**src/rtl/cond_pkg.sv**
```systemverilog
// Shared definitions for the conditional-execution unit: ARM condition codes
// and bit positions inside the NZCV flags register.
package cond_pkg;

  typedef enum logic [3:0] {
    COND_EQ = 4'b0000,
    COND_NE = 4'b0001,
    COND_CS = 4'b0010,
    COND_CC = 4'b0011,
    COND_MI = 4'b0100,
    COND_PL = 4'b0101,
    COND_VS = 4'b0110,
    COND_VC = 4'b0111,
    COND_HI = 4'b1000,
    COND_LS = 4'b1001,
    COND_GE = 4'b1010,
    COND_LT = 4'b1011,
    COND_GT = 4'b1100,
    COND_LE = 4'b1101,
    COND_AL = 4'b1110,
    COND_NV = 4'b1111
  } cond_e;

  localparam int unsigned FLAG_N = 3;
  localparam int unsigned FLAG_Z = 2;
  localparam int unsigned FLAG_C = 1;
  localparam int unsigned FLAG_V = 0;

endpackage

```
**src/rtl/cond_check.sv**
```systemverilog
// Combinational ARM condition evaluator: decides whether an instruction with
// the given condition field executes under the supplied NZCV flags.
module cond_check
  import cond_pkg::*;
(
  input  logic [3:0] cond,
  input  logic [3:0] nzcv,
  output logic       pass
);

  logic n, z, c, v;

  assign n = nzcv[FLAG_N];
  assign z = nzcv[FLAG_Z];
  assign c = nzcv[FLAG_C];
  assign v = nzcv[FLAG_V];

  always_comb begin
    pass = 1'b0;
    case (cond_e'(cond))
      COND_EQ: pass = z;
      COND_NE: pass = !z;
      COND_CS: pass = c;
      COND_CC: pass = !c;
      COND_MI: pass = n;
      COND_PL: pass = !n;
      COND_VS: pass = v;
      COND_VC: pass = !v;
      COND_HI: pass = c && !z;
      COND_LS: pass = !c || z;
      COND_GE: pass = (n == v);
      COND_LT: pass = (n != v);
      COND_GT: pass = !z && (n == v);
      COND_LE: pass = z || (n != v);
      COND_AL: pass = 1'b1;
      default: pass = 1'b0;
    endcase
  end

endmodule

```
**src/rtl/cond_unit.sv**
```systemverilog
// Execute-to-memory conditional-execution stage: gates control intents by the
// ARM condition, owns the NZCV register and a one-entry output register.
// Optional COND_STATS_EN adds executed/squashed instruction counters.
module cond_unit
  import cond_pkg::*;
#(
  parameter int unsigned M = 32
) (
  input  logic         clk,
  input  logic         rst,
  input  logic         in_valid,
  output logic         in_ready,
  input  logic [3:0]   cond,
  input  logic [1:0]   flag_write,
  input  logic         reg_write_in,
  input  logic         mem_write_in,
  input  logic         pc_src_in,
  input  logic [M-1:0] alu_result,
  input  logic         alu_n,
  input  logic         alu_z,
  input  logic         alu_c,
  input  logic         alu_v,
  output logic         out_valid,
  input  logic         out_ready,
  output logic [M-1:0] out_result,
  output logic         reg_write,
  output logic         mem_write,
  output logic         pc_src,
  output logic         cond_ex,
  output logic [3:0]   flags
`ifdef COND_STATS_EN
  ,
  output logic [31:0]  exec_count,
  output logic [31:0]  squash_count
`endif
);

  logic       accept;
  logic       pass;
  logic [3:0] flags_next;

  assign in_ready = !out_valid || out_ready;
  assign accept   = in_valid && in_ready;

  // Evaluated against the current register, so an instruction never sees its own flag update.
  cond_check u_cond_check (
    .cond (cond),
    .nzcv (flags),
    .pass (pass)
  );

  always_comb begin
    flags_next = flags;
    if (flag_write[1]) begin
      flags_next[FLAG_N] = alu_n;
      flags_next[FLAG_Z] = alu_z;
    end
    if (flag_write[0]) begin
      flags_next[FLAG_C] = alu_c;
      flags_next[FLAG_V] = alu_v;
    end
  end

  always_ff @(posedge clk) begin
    if (rst) begin
      out_valid  <= 1'b0;
      out_result <= '0;
      reg_write  <= 1'b0;
      mem_write  <= 1'b0;
      pc_src     <= 1'b0;
      cond_ex    <= 1'b0;
      flags      <= '0;
    end else if (accept) begin
      out_valid  <= 1'b1;
      out_result <= alu_result;
      reg_write  <= reg_write_in && pass;
      mem_write  <= mem_write_in && pass;
      pc_src     <= pc_src_in && pass;
      cond_ex    <= pass;
      if (pass) begin
        flags <= flags_next;
      end
    end else if (out_ready) begin
      out_valid <= 1'b0;
    end
  end

`ifdef COND_STATS_EN
  always_ff @(posedge clk) begin
    if (rst) begin
      exec_count   <= '0;
      squash_count <= '0;
    end else if (accept) begin
      if (pass) begin
        exec_count <= exec_count + 32'd1;
      end else begin
        squash_count <= squash_count + 32'd1;
      end
    end
  end
`endif

endmodule

```
**config.mk**
```make
export PLATFORM = sky130hd
export DESIGN_NAME = cond_unit
export DESIGN_NICKNAME = d
export VERILOG_FILES = /design/src/rtl/cond_pkg.sv /design/src/rtl/cond_check.sv /design/src/rtl/cond_unit.sv
export SDC_FILE = /design/constraint.sdc
export NUM_CORES = 1
export LEC_CHECK = 0
export BUFFER_PORTS_ARGS = -buffer_cell sky130_fd_sc_hd__clkbuf_2
export CAP_MARGIN = 20
export CORE_MARGIN = 10
export CORE_UTILIZATION = 43
export CTS_BUF_LIST = sky130_fd_sc_hd__clkbuf_2
export DETAILED_ROUTE_END_ITERATION = 10
export GPL_TIMING_DRIVEN = 0
export PLACE_DENSITY = 0.78
export SYNTH_ARGS = -nofsm -noshare
export SYNTH_HDL_FRONTEND = slang
export SYNTH_HIERARCHICAL = 1
export SYNTH_SLANG_ARGS = --single-unit
```
**constraint.sdc**
```tcl
create_clock -name clk -period 1.75 [get_ports clk]
set_input_delay 0.175 -clock clk [delete_from_list [all_inputs] [get_ports clk]]
set_output_delay 0.175 -clock clk [all_outputs]
set_load 0.02 [all_outputs]
```
Yosys cells after proc, flatten, opt, wreduce, memory -nomap -nowiden

Index checks and enable logic that the tools add are counted.

Register bits: 41
Output and inout port bits: 42
Logic and storage cells: 45

Eq/ne operators: 16
Mux-type cells: 3
Reductions and logical operators: 18

Operators with widths:

| cell                 | count |
|---|---|
| $eq A4 B4 Y1 const B | 7 |
| $eq A4 B3 Y1 const B | 4 |
| $pmux W1 S15         | 1 |
| $eq A4 B2 Y1 const B | 2 |
| $logic_and A1 B1 Y1  | 6 |
| $reduce_and A3 Y1    | 2 |
| $logic_not A1 Y1     | 5 |
| $eq A4 B1 Y1 const B | 1 |
| $logic_not A4 Y1     | 1 |
| $logic_or A1 B1 Y1   | 3 |
| $mux W1              | 2 |
| $reduce_bool A2 Y1   | 1 |
| $eq A1 B1 Y1         | 1 |
| $ne A1 B1 Y1         | 1 |

Logic depth before layout (Yosys ltp)

Gate-level depths: netlist (run 1).

Depth after elaboration: 4
Depth in mapped cells: 7
Depth with buffers taken out: 6

Hierarchy

Netlist (run 1), hierarchy kept.

Modules (own cells, without submodules):

| module     | instances | cells each | area each (sq um) |
|---|---|---|---|
| cond_unit  | 1         | 187        | 1747.9 |
| cond_check | 1         | 28         | 193.9 |

Worst setup path after synthesis (run 1)

OpenSTA, ideal clock, no wires.

Path type: reg-to-reg
From: register flags[3]
To: register flags[0]
Library setup time: 0.118 ns
Arrival time: 1.704 ns
Data required time: 1.632 ns
Slack: -0.072 ns
Cell stages (with the launch flop): 7
Buffers on the path: 0
Path through: dfxtp_1 xnor2_2 o22ai_1 a211o_1 a211o_1 and4_4 mux2i_1

Longest elaborated chain between the ends: 4

Ends and longest elaborated chain:

| item                                                      | RTL line                           | source |
|---|---|---|
| start, declared                                           | cond_unit.sv:30                    | `output logic [3:0] flags` |
| start signal, assigned                                    | cond_unit.sv:81                    | `flags <= flags_next;` |
| $ne A1 B1 Y1 or $eq A1 B1 Y1 (tied branches)              | n/a                                |  |
| $logic_or A1 B1 Y1 or $logic_and A1 B1 Y1 (tied branches) | cond_check.sv:34, cond_check.sv:33 |  |
| $pmux W1 S15 *                                            | cond_check.sv:20                   | `case (cond_e'(cond))` |
| net pass                                                  | cond_unit.sv:39                    | `logic pass;` |
| $reduce_and A3 Y1 (no source line) *                      | n/a                                |  |

Mark *: on every way through the listed nets, which the timed path passes. The rest lies on a longest branch.
A chain may end at the register's enable or synchronous reset.

Worst setup path after layout (run 1)

From: register flags[0]
To: register flags[2]

The elaborated chain is that of the path after synthesis.

==> summary.txt, run 1 <==
Outcome
  – Outcome: finished clean

Critical path
  – Cells on worst reg2reg path: 6
  – Req. time, crit path: slightly above 2000 ps
  – Worst R2R End: flags[2]$_SDFFE_PP0P_
  – R2R Path Start: flags[0]$_SDFFE_PP0P_
  – Critical path capture point type: flip-flop
  – Critical path fanouts, max: 6
  – CP Launch Type: flip-flop
  – Critical path type: reg -> reg
  – Critical path origin: flags[0]$_SDFFE_PP0P_
  – R2r setup slk: a little over 50 ps
  – WP data arrival: about 2000 ps

Timing
  – Period utilization: between 90% and 100%
  – Final min period: about 1700 ps
  – Unrepaired setup endpoints after global routing: true
  – Slew headroom: ~73%
  – Final setup fails: 0
  – Max Fclk: 0.589 GHz
  – Worst-Margin Slew: a little over 400 ps
  – Hold_ws: 7.86 ps
  – Hold Vio Cnt, Final: 0
  – Slew Viols, Final: 0
  – Clock skew: about 18 ps

Detailed routing
  – DR vias: ~2100
  – Pre-antenna DRT Iters: 4
  – DRC: 0
  – DR iter-0 viols: 65
  – Vias/cell: about 5.3
  – Wire per inst: ~16 um
  – Routed Antenna Nets: 0
  – Drt total wl: around 6600 um

Synthesis
  – Yosys cell types: 36
  – Proportion of synthesized area in mux cells: 2.84%
  – Post-synthesis adder-cell area fraction: 0%
  – Post-synth EDFFs: 0
  – Most used DFF post-synth: dfxtp_1
  – XOR/XNOR Fraction of Synth Area: 1.29%
  – Synth Area in Compound Gates: around a quarter
  – Largest family of logic cells by synthesized area: compound AO/OA/AOI/OAI gates
  – Post-Synth Simple-Gate Area: about 20%
  – Async SR Flop Fraction: 0%
  – Synth Cell Area: 0.00194 mm2
  – Post-Syn Nets: ~260
  – Syn Area/Cell: between 9 and 10 um2
  – Syn. warnings: 6
  – Sequential-to-total area share from yosys stat: between 40% and 50%
  – Yosys reg bits: approximately 40
  – Post-Synthesis Cells: roughly 220

Global route
  – Vias in the first global route: ~2200
  – Grt total ovfl: 0
  – Largest net degree at the start of global routing: 13
  – First-pass GRT wire length: ~11000 um
  – Initial antenna violation count: 0
  – Gr usage total: ~17%

Power and ir drop
  – Peak VDD IR: 388 uV
  – P_leak: between 1 and 1.5 nW
  – Power per cell area: approximately 670 mW/mm2

Layout
  – Layout cells sized above 1: 42.7%
  – Synth-to-layout area growth: 50.5%
  – Design Area, Final: slightly below 0.003 mm2
  – Ant diodes: 0
  – Final #Nets: 400

Placement
  – DP Area: about 0.0024 mm2
  – PortBufs: 87
  – Post-DP HPWL: 4380 um
  – Global placement routability congestion: approximately 0.76

Floorplanning
  – Area of the core: ~0.0044 mm2
  – Chip Height: 87.2 um
  – Die width: between 80 and 90 um
  – I/O pin total: slightly above 90
  – Initial Utilization: roughly 45%
  – Die area: roughly 0.0076 mm2
  – Site row count: 24

CTS
  – TritonCTS clock tree: built
  – CTS Buffer Depth: 2
  – Number of buffers inserted during clock tree synthesis: 5
  – Htree depth: 2
  – Clk root buf: clkbuf_2
  – Clk Latency, worst-skew pair: about 400 ps
  – Sink Count: 41
  – Clk pin slew, worst setup/hold paths: 190 ps

Min path
  – Hold Path Class: in -> reg
  – Hold Startpoint: alu_v
  – WHS Path Cells: 3
  – WHS Endpoint: flags[0]$_SDFFE_PP0P_

Flow run
  – Max-cap violations: 0
logic make-up (layout without fill, tap and decap cells):
| group | Yosys count | in the layout |
|---|---|---|
| buf+inv | 24 | 160 |
| flops | 41 | 41 |
| xor+xnor | 2 | 2 |
| compound gates | 84 | 84 |
| mux | 5 | 5 |
| simple gates | 59 | 59 |
what timing repair did:
action / in CTS / in global routing
endpoints found under the hold margin: 37 / 0
pin swaps: 1 / 4
buffers inserted: 4 / 1
setup endpoints to repair: 4 / 7
resized for setup: 5 / 2
hold buffers: 37 / 0
flip-flops by register name (all words and copies together) (netlist names):
| name | cells |
|---|---|
| cond_ex | 1 |
| flags | 4 |
| mem_write | 1 |
| out_result | 32 |
| out_valid | 1 |
| pc_src | 1 |
| reg_write | 1 |
power by group:
part / total [mW] / switching, mW / leakage (nW) / internal (mW)
registers: 1.02 / 0.0289 / 0.339 / 0.987
clock network: 0.412 / 0.312 / 0.0290 / 0.100
logic: 0.518 / 0.276 / 0.924 / 0.242
total: 1.95 / 0.616 / 1.29 / 1.33
how the worst max path moves through the flow:
| stage | to | depth (start not counted) |
|---|---|---|
| CTS | flags[2]$_SDFFE_PP0P_ | 6 |
| detailed placement | flags[3]$_SDFFE_PP0P_ | 6 |
| floorplan | flags[3]$_SDFFE_PP0P_ | 6 |
| global placement | flags[0]$_SDFFE_PP0P_ | 6 |
| finish | flags[2]$_SDFFE_PP0P_ | 6 |
| global route | flags[1]$_SDFFE_PP0P_ | 6 |
per-stage QoR:
step                      instances  util [%]  power [mW]  setup slack, ps  TNS (ps)
final                           403      67.1        1.95             51.3         0
after global routing            403      67.1        2.04            -25.0     -64.6
after global placement          354      56.1        1.45            -24.5     -50.8
after floorplan                 215         -        1.30             39.4         0
after CTS                       402      66.8        1.95             6.93         0
after detailed placement        354      56.1        1.46            -60.8      -201
placed cells by master (no fill, tap or decap), drive strengths merged, types with 3 or more instances in the layout:
cell type and count:
o21ai 36, nand2b 10, clkbuf 97, dfxtp 41, a21oi 40, buf 23, mux2i 4, nand4 3
dlygate4sd3 37, nand3 33
layer usage:
layer	track usage [%]	routed length [um]
met1	18.9	2630
met2	28.3	3140
met3	7.12	642
met4	6.67	146
met5	0	0
cell usage after synthesis, types with 3 or more instances:
cell | count | area, um2
o21ai_0 | 36 | 180
a21oi_1 | 30 | 150
mux2i_1 | 4 | 40.0
nand4_1 | 3 | 18.8
nand2b_1 | 10 | 62.6
nand3_2 | 10 | 100
a21oi_2 | 10 | 87.6
buf_4 | 3 | 22.5
buf_2 | 11 | 55.1
dfxtp_1 | 41 | 821
nand3_1 | 23 | 115
clkbuf_1 | 3 | 11.3
layout make-up:
class,count,area [um2]
Sequential cell,41,831
Tap cell,52,65.1
Buffer,22,160
Multi-Input combinational cell,150,972
Inverter,2,12.5
Clock inverter,1,8.76
Fill cell,364,1430
Clock buffer,6,30.0
Timing Repair Buffer,129,843
worst max-delay path: stages, from the launching register on:
cell     delay, ps
dfxtp_4        420
xnor2_4        180
o22ai_1        110
a211o_1        270
a211o_4        350
and4_4         170
mux2i_1        110
No activity file was read; power rests on OpenSTA's default activity.
==> inputs of run 2 (changes only) <==
--- a/config.mk
+++ b/config.mk
@@ -7,12 +7,12 @@
 export LEC_CHECK = 0
 export BUFFER_PORTS_ARGS = -buffer_cell sky130_fd_sc_hd__clkbuf_2
 export CAP_MARGIN = 20
-export CORE_MARGIN = 10
 export CORE_UTILIZATION = 43
 export CTS_BUF_LIST = sky130_fd_sc_hd__clkbuf_2
 export DETAILED_ROUTE_END_ITERATION = 10
 export GPL_TIMING_DRIVEN = 0
 export PLACE_DENSITY = 0.78
+export SETUP_SLACK_MARGIN = 0.2
 export SYNTH_ARGS = -nofsm -noshare
 export SYNTH_HDL_FRONTEND = slang
 export SYNTH_HIERARCHICAL = 1
==> run 2 against run 1 <==
- global-route usage is 6.8 points higher
- critical path depth stayed put
- flip-flop and latch count stayed put
- via count is 1.1% lower
- design area is 2.3% higher
- sequential power hardly changed
- non-clock buffer count is 4 higher
- die area is 37% lower
==> summary.txt, run 2 (same netlist as run 1, synthesis figures left out) <==
Outcome
  – Outcome: finished clean

Layout
  – Final #Nets: 404 (+1.0%)
  – Largest register FFs: 32 (unchanged)
  – Most flops, register: out_result
  – Commonest non-fill, non-tap cells in the layout: clkbuf_2, dlygate4sd3_1, o21ai_0, dfxtp_1, a21oi_1
  – Layout cells sized above 1: 43.5% (+0.80 points)
  – Commonest non-fill, non-tap cell in the layout: clkbuf_2
  – Synth-to-layout area growth: 54.0%
  – Layout Cells excl Fill: 408 (+1.2%)
  – Ant diodes: 0 (unchanged)
  – Top Registers: out_result: 32 flops, flags: 4 flops

Global route
  – Vias in the first global route: 2033 (-9.4%)
  – Largest net degree at the start of global routing: 14 (+1)
  – Grt total ovfl: 0 (unchanged)
  – First-pass GRT wire length: 9230 um (-13%)
  – Initial antenna violation count: 0 (unchanged)
  – Gr usage total: 23.9% (+6.8 points)

Critical path
  – Critical path type: reg -> reg
  – Req. time, crit path: 2100 ps (+40 ps)
  – Critical path capture point type: flip-flop
  – CP Launch Type: flip-flop
  – R2r setup slk: 70 ps (+20 ps)
  – Slowest cell delay on critical path: 410 ps (about the same)
  – Critical path, cell by cell: xnor2_4 -> o22ai_2 -> a211o_1 -> a211o_4 -> and4_4 -> mux2i_1
  – Critical path's slowest cell: dfxtp_4
  – WP data arrival: 2020 ps (about the same)
  – Critical path fanouts, max: 4 (-2)

Placement
  – Global placement routability congestion: 0.766 (+1.2%)
  – Post-DP HPWL: 3500 um (-20%)
  – PortBufs: 87 (unchanged)
  – Placement Setup Slack: -42.9 ps (+17.9 ps)
  – Placed cell count: 354 (unchanged)

Min path
  – Hold Path Class: in -> reg

Floorplanning
  – Area of the core: 0.00435 mm2 (unchanged)
  – Die width: 69.2 um (-21%)
  – Chip Height: 69.2 um (-21%)
  – I/O pin total: 91 (unchanged)
  – Die area: 0.00479 mm2 (-37%)
  – Site row count: 24 (unchanged)
  – Initial Utilization: 44.6% (unchanged)

CTS
  – TritonCTS clock tree: built
  – Htree depth: 2 (unchanged)
  – CTS Buffer Depth: 2 (unchanged)
  – Clk root buf: clkbuf_2
  – Number of buffers inserted during clock tree synthesis: 5 (unchanged)
  – Clk Latency, worst-skew pair: 410 ps (about the same)
  – Sink Count: 41 (unchanged)
  – Clk pin slew, worst setup/hold paths: 220 ps (+30 ps)

Flow run
  – Max-cap violations: 0 (unchanged)

Timing
  – Slew headroom: 74.5% (+1.7 points)
  – Final setup fails: 0 (unchanged)
  – Unrepaired setup endpoints after global routing: true
  – Worst-Margin Slew: 382 ps (-26.1 ps)
  – Slew Viols, Final: 0 (unchanged)
  – Hold_ws: 149 ps (+141 ps)
  – Post-route setup slack: 74.8 ps (+23.5 ps)
  – Clock skew: 16.1 ps (-2.12 ps)
  – Max Fclk: 0.597 GHz (+1.4%)
  – Hold Vio Cnt, Final: 0 (unchanged)
  – Final min period: 1680 ps (-23.5 ps)
  – Period utilization: 95.7% (-1.3 points)

Detailed routing
  – Pre-antenna DRT Iters: 4 (unchanged)
  – Wire per inst: 13.9 um (-14%)
  – DR iter-0 viols: 99 (+52%)
  – DR vias: 2111 (-1.1%)
  – Routed Antenna Nets: 0 (unchanged)
  – DRC: 0 (unchanged)
  – Drt total wl: 5680 um (-13%)
  – Vias/cell: 5.17 (-2.3%)

Power and ir drop
  – Power per cell area: 654 mW/mm2 (-1.8%)
  – P_leak: 1.32 nW (+2.2%)
  – Peak VDD IR: 620 uV (+60%)
[run 2: repair_timing]
action	4_1_cts	5_1_grt
gates resized for setup	7	4
hold buffers	37	2
setup buffers	7	0
hold endpoints to repair	37	2
endpoints found under the setup margin	9	9
pin swaps	4	2
[run 2: path summary, 6_finish.rpt]
check	from	to	cells after the start
setup / recovery	flags[3]$_SDFFE_PP0P_	flags[0]$_SDFFE_PP0P_	6
hold / removal	flag_write[0]	flags[1]$_SDFFE_PP0P_	3
hold reg to reg	out_result[14]$_SDFFE_PP0P_	out_result[14]$_SDFFE_PP0P_	2
setup reg to reg	flags[3]$_SDFFE_PP0P_	flags[0]$_SDFFE_PP0P_	6
[run 2: layout make-up]
cell class | count | area (um2)
flip-flops and latches | 41 | 835
clock inverters | 3 | 17.5
repair buffers | 133 | 887
fillers | 366 | 1360
well taps | 52 | 65.1
plain buffers | 22 | 168
multi-input cells | 150 | 981
clock buffers | 5 | 25.0
inverters | 2 | 12.5
[run 2: where the power goes]
part           total [mW]  leakage [nW]  internal, mW  switching, mW
sequential           1.02         0.340         0.987         0.0306
combinational       0.521         0.951         0.251          0.270
clock               0.418        0.0304        0.0947          0.323
total                1.96          1.32          1.33          0.624
[run 2: layer usage]
metal / global-route usage (%) / vias up / part of all wire, %
li1: - / 1052 / -
met1: 28.4 / 978 / 43
met2: 41.5 / 69 / 51
met3: 6.69 / 12 / 4.9
met4: 7.03 / 0 / 1.7
met5: 0 / - / 0
[run 2: worst max-delay path: cells and delay by family (launching register included)]
family	cells	cell delay, ps
AO/OA/AOI/OAI	3	710
XOR/XNOR	1	190
AND/OR/NAND/NOR	1	160
multiplexers	1	160
flip-flops	1	410
[run 2: per-stage QoR]
stage / total power, mW / area (um2) / utilization (%) / setup TNS (ps)
after global routing: 2.06 / 2990 / 68.7 / 0
after CTS: 1.96 / 2960 / 67.9 / 0
after detailed placement: 1.45 / 2450 / 56.3 / -121
after global placement: 1.44 / 2450 / 56.3 / 0
after floorplan: 1.30 / 1950 / - / 0
final: 1.96 / 2990 / 68.7 / 0
==> inputs of run 3 (changes only) <==
--- a/config.mk
+++ b/config.mk
@@ -7,11 +7,11 @@
 export LEC_CHECK = 0
 export BUFFER_PORTS_ARGS = -buffer_cell sky130_fd_sc_hd__clkbuf_2
 export CAP_MARGIN = 20
-export CORE_UTILIZATION = 43
-export CTS_BUF_LIST = sky130_fd_sc_hd__clkbuf_2
+export CORE_UTILIZATION = 42
+export CTS_BUF_LIST = sky130_fd_sc_hd__clkbuf_16
 export DETAILED_ROUTE_END_ITERATION = 10
 export GPL_TIMING_DRIVEN = 0
-export PLACE_DENSITY = 0.78
+export PLACE_DENSITY = 0.76
 export SETUP_SLACK_MARGIN = 0.2
 export SYNTH_ARGS = -nofsm -noshare
 export SYNTH_HDL_FRONTEND = slang
==> run 3 against run 2 <==
- final cell count is 10% lower
- clock power is 150% higher
- setup slack worse by 40 ps
- global-route usage is 2.4 points lower
- design area is 10% lower
- power is 27% higher
- non-clock buffer count is 41 lower
- critical path depth is 1 higher
- hold slack worse by 32 ps
- first-iteration DRC count is 6.1% higher
- wire length is 13% lower
- fmax is 2.4% lower
- critical endpoint is now flags[1]$_SDFFE_PP0P_
- largest power group is now the clock network
==> summary.txt, run 3 (same netlist as run 1, synthesis figures left out) <==
Placement
  – PortBufs: 87 (unchanged)
  – Post-DP HPWL: 3450 um (-1.7%)
  – Global placement routability congestion: 0.758 (-1.1%)
  – Placed cell count: 354 (unchanged)

CTS
  – Htree depth: 2 (unchanged)
  – Hold-fix buffers, CTS: 0 (-100%)
  – CTS Buffer Depth: 2 (unchanged)
  – Sink Count: 41 (unchanged)
  – Clk Latency, worst-skew pair: 280 ps (-130 ps)
  – Number of buffers inserted during clock tree synthesis: 5 (unchanged)
  – Clk root buf: clkbuf_16
  – TritonCTS clock tree: built
  – Clk pin slew, worst setup/hold paths: 60 ps (-160 ps)

Global route
  – Grt total ovfl: 0 (unchanged)
  – First-pass GRT wire length: 8380 um (-9.2%)
  – Vias in the first global route: 1825 (-10%)
  – Initial antenna violation count: 0 (unchanged)
  – Gr usage total: 21.5% (-2.4 points)
  – Largest net degree at the start of global routing: 14 (unchanged)

Layout
  – Layout Cells excl Fill: 367 (-10%)
  – Commonest non-fill, non-tap cells in the layout: clkbuf_2, dfxtp_1, o21ai_0
  – Final #Nets: 363 (-10%)
  – Fillers: 404 (+10%)
  – Top Registers: out_result: 32 flops, flags: 4 flops
  – Commonest non-fill, non-tap cell in the layout: clkbuf_2
  – Most flops, register: out_result
  – Ant diodes: 0 (unchanged)
  – Largest register FFs: 32 (unchanged)
  – Multi-input gate area: 981 um2 (unchanged)
  – Layout cells sized above 1: 48.3% (+4.7 points)
  – Synth-to-layout area growth: 38.5%
  – Storage cell area: 833 um2 (-0.15%)

Critical path
  – R2r setup slk: 30 ps (-40 ps)
  – Critical path fanouts, max: 4 (unchanged)
  – WP data arrival: 1910 ps (-110 ps)
  – Req. time, crit path: 1950 ps (-150 ps)
  – Critical path type: reg -> reg
  – Critical path capture point type: flip-flop
  – CP Launch Type: flip-flop

Detailed routing
  – DR vias: 1926 (-8.8%)
  – Wire per inst: 13.5 um (-2.8%)
  – DR iter-0 viols: 105 (+6.1%)
  – DRC: 0 (unchanged)
  – Drt total wl: 4960 um (-13%)
  – Pre-antenna DRT Iters: 4 (unchanged)
  – Vias/cell: 5.25 (+1.4%)
  – Routed Antenna Nets: 0 (unchanged)

Timing
  – Unrepaired setup endpoints after global routing: true
  – Period utilization: 98.0% (+2.3 points)
  – Final min period: 1720 ps (+40.4 ps)
  – Hold Vio Cnt, Final: 0 (unchanged)
  – Worst-Margin Slew: 343 ps (-38.8 ps)
  – Final setup fails: 0 (unchanged)
  – Total negative setup slack: 0 ps (unchanged)
  – Slew headroom: 77.1% (+2.6 points)
  – Slew Viols, Final: 0 (unchanged)
  – Clock skew: 2.03 ps (-14.1 ps)
  – Max Fclk: 0.583 GHz (-2.4%)

Power and ir drop
  – P_leak: 1.19 nW (-9.6%)
  – Peak VDD IR: 545 uV (-12%)
  – Power per cell area: 925 mW/mm2 (+41%)
  – Tot Pwr: 2.49 mW (+27%)

Floorplanning
  – Chip Height: 70.0 um (+1.1%)
  – Area of the core: 0.00438 mm2 (+0.69%)
  – Initial Utilization: 44.3% (-0.31 points)
  – I/O pin total: 91 (unchanged)
  – Site row count: 24 (unchanged)
  – Die width: 70.0 um (+1.1%)
  – Die area: 0.00490 mm2 (+2.3%)

Flow run
  – Max-cap violations: 0 (unchanged)

Outcome
  – Outcome: finished clean

Min path
  – Hold Path Class: in -> reg
==> run 3: cell types whose count changed in the layout (fill, tap and decap cells not counted), sizes merged <==
cell,before,now
clkinv,4,2
dlygate4sd3,39,0
buf,25,23
inv,1,2
bufinv,0,1
==> run 3: timing repair <==
item / 4_1_cts / 5_1_grt
endpoints found under the hold margin: 0 / 0
pin swaps: 4 / 0
setup endpoints to repair: 8 / 8
gates resized for setup: 1 / 5
buffers inserted: 5 / 0
==> run 3: worst max-delay path: stages (launching register included) <==
cell,delay (ps)
dfxtp_4,360
xnor2_4,190
buf_4,140
a22oi_1,60
nor3_1,300
a211o_4,170
and4_4,220
mux2i_1,200
==> run 3: final cells by class <==
type	instances	share of cell area (%)
Multi-Input combinational cell	150	36.5
Sequential cell	41	31.0
Buffer	22	5.95
Timing Repair Buffer	92	17.6
Tap cell	52	2.42
Clock inverter	3	1.49
Inverter	2	0.465
Clock buffer	5	4.65
==> run 3: where the power goes <==
group          internal, mW  total [mW]  switching, mW  leakage, nW
Combinational         0.190       0.443          0.253        0.773
Clock                 0.668        1.03          0.364       0.0818
Sequential            0.985        1.01         0.0284        0.340
Total                  1.84        2.49          0.646         1.19
==> run 3: path summary, 6_finish.rpt <==
path / start / end / cells after the start
worst max-delay path: flags[0]$_SDFFE_PP0P_ / flags[1]$_SDFFE_PP0P_ / 7
worst min-delay path: alu_result[25] / out_result[25]$_SDFFE_PP0P_ / 3
worst max register to register: flags[0]$_SDFFE_PP0P_ / flags[1]$_SDFFE_PP0P_ / 7
worst min register to register: out_result[5]$_SDFFE_PP0P_ / out_result[5]$_SDFFE_PP0P_ / 2
==> run 3: stage by stage <==
| step | worst slack [ps] | util [%] | hold slack (ps) | area, um2 |
|---|---|---|---|---|
| 5_1_grt | -13.1 | 61.4 | 127 | 2690 |
| 6_report | 34.4 | 61.4 | 117 | 2690 |
| 3_5_place_dp | -7.38 | 55.9 | 409 | 2450 |
| 3_3_place_gp | 11.9 | 55.9 | 407 | 2450 |
| 4_1_cts | 85.0 | 60.8 | 114 | 2660 |
| 2_1_floorplan | 100 | - | 306 | 1950 |
==> run 3: routing by layer <==
metal / up-vias / wire, um / share of wire (%) / GRT usage [%]
met1: 881 / 2320 / 47 / 27.9
met3: 6 / 346 / 7.0 / 6.78
met4: 0 / 49 / 0.99 / 5.33
li1: 975 / - / - / -
met5: - / 0 / 0 / 0
met2: 64 / 2240 / 45 / 34.5
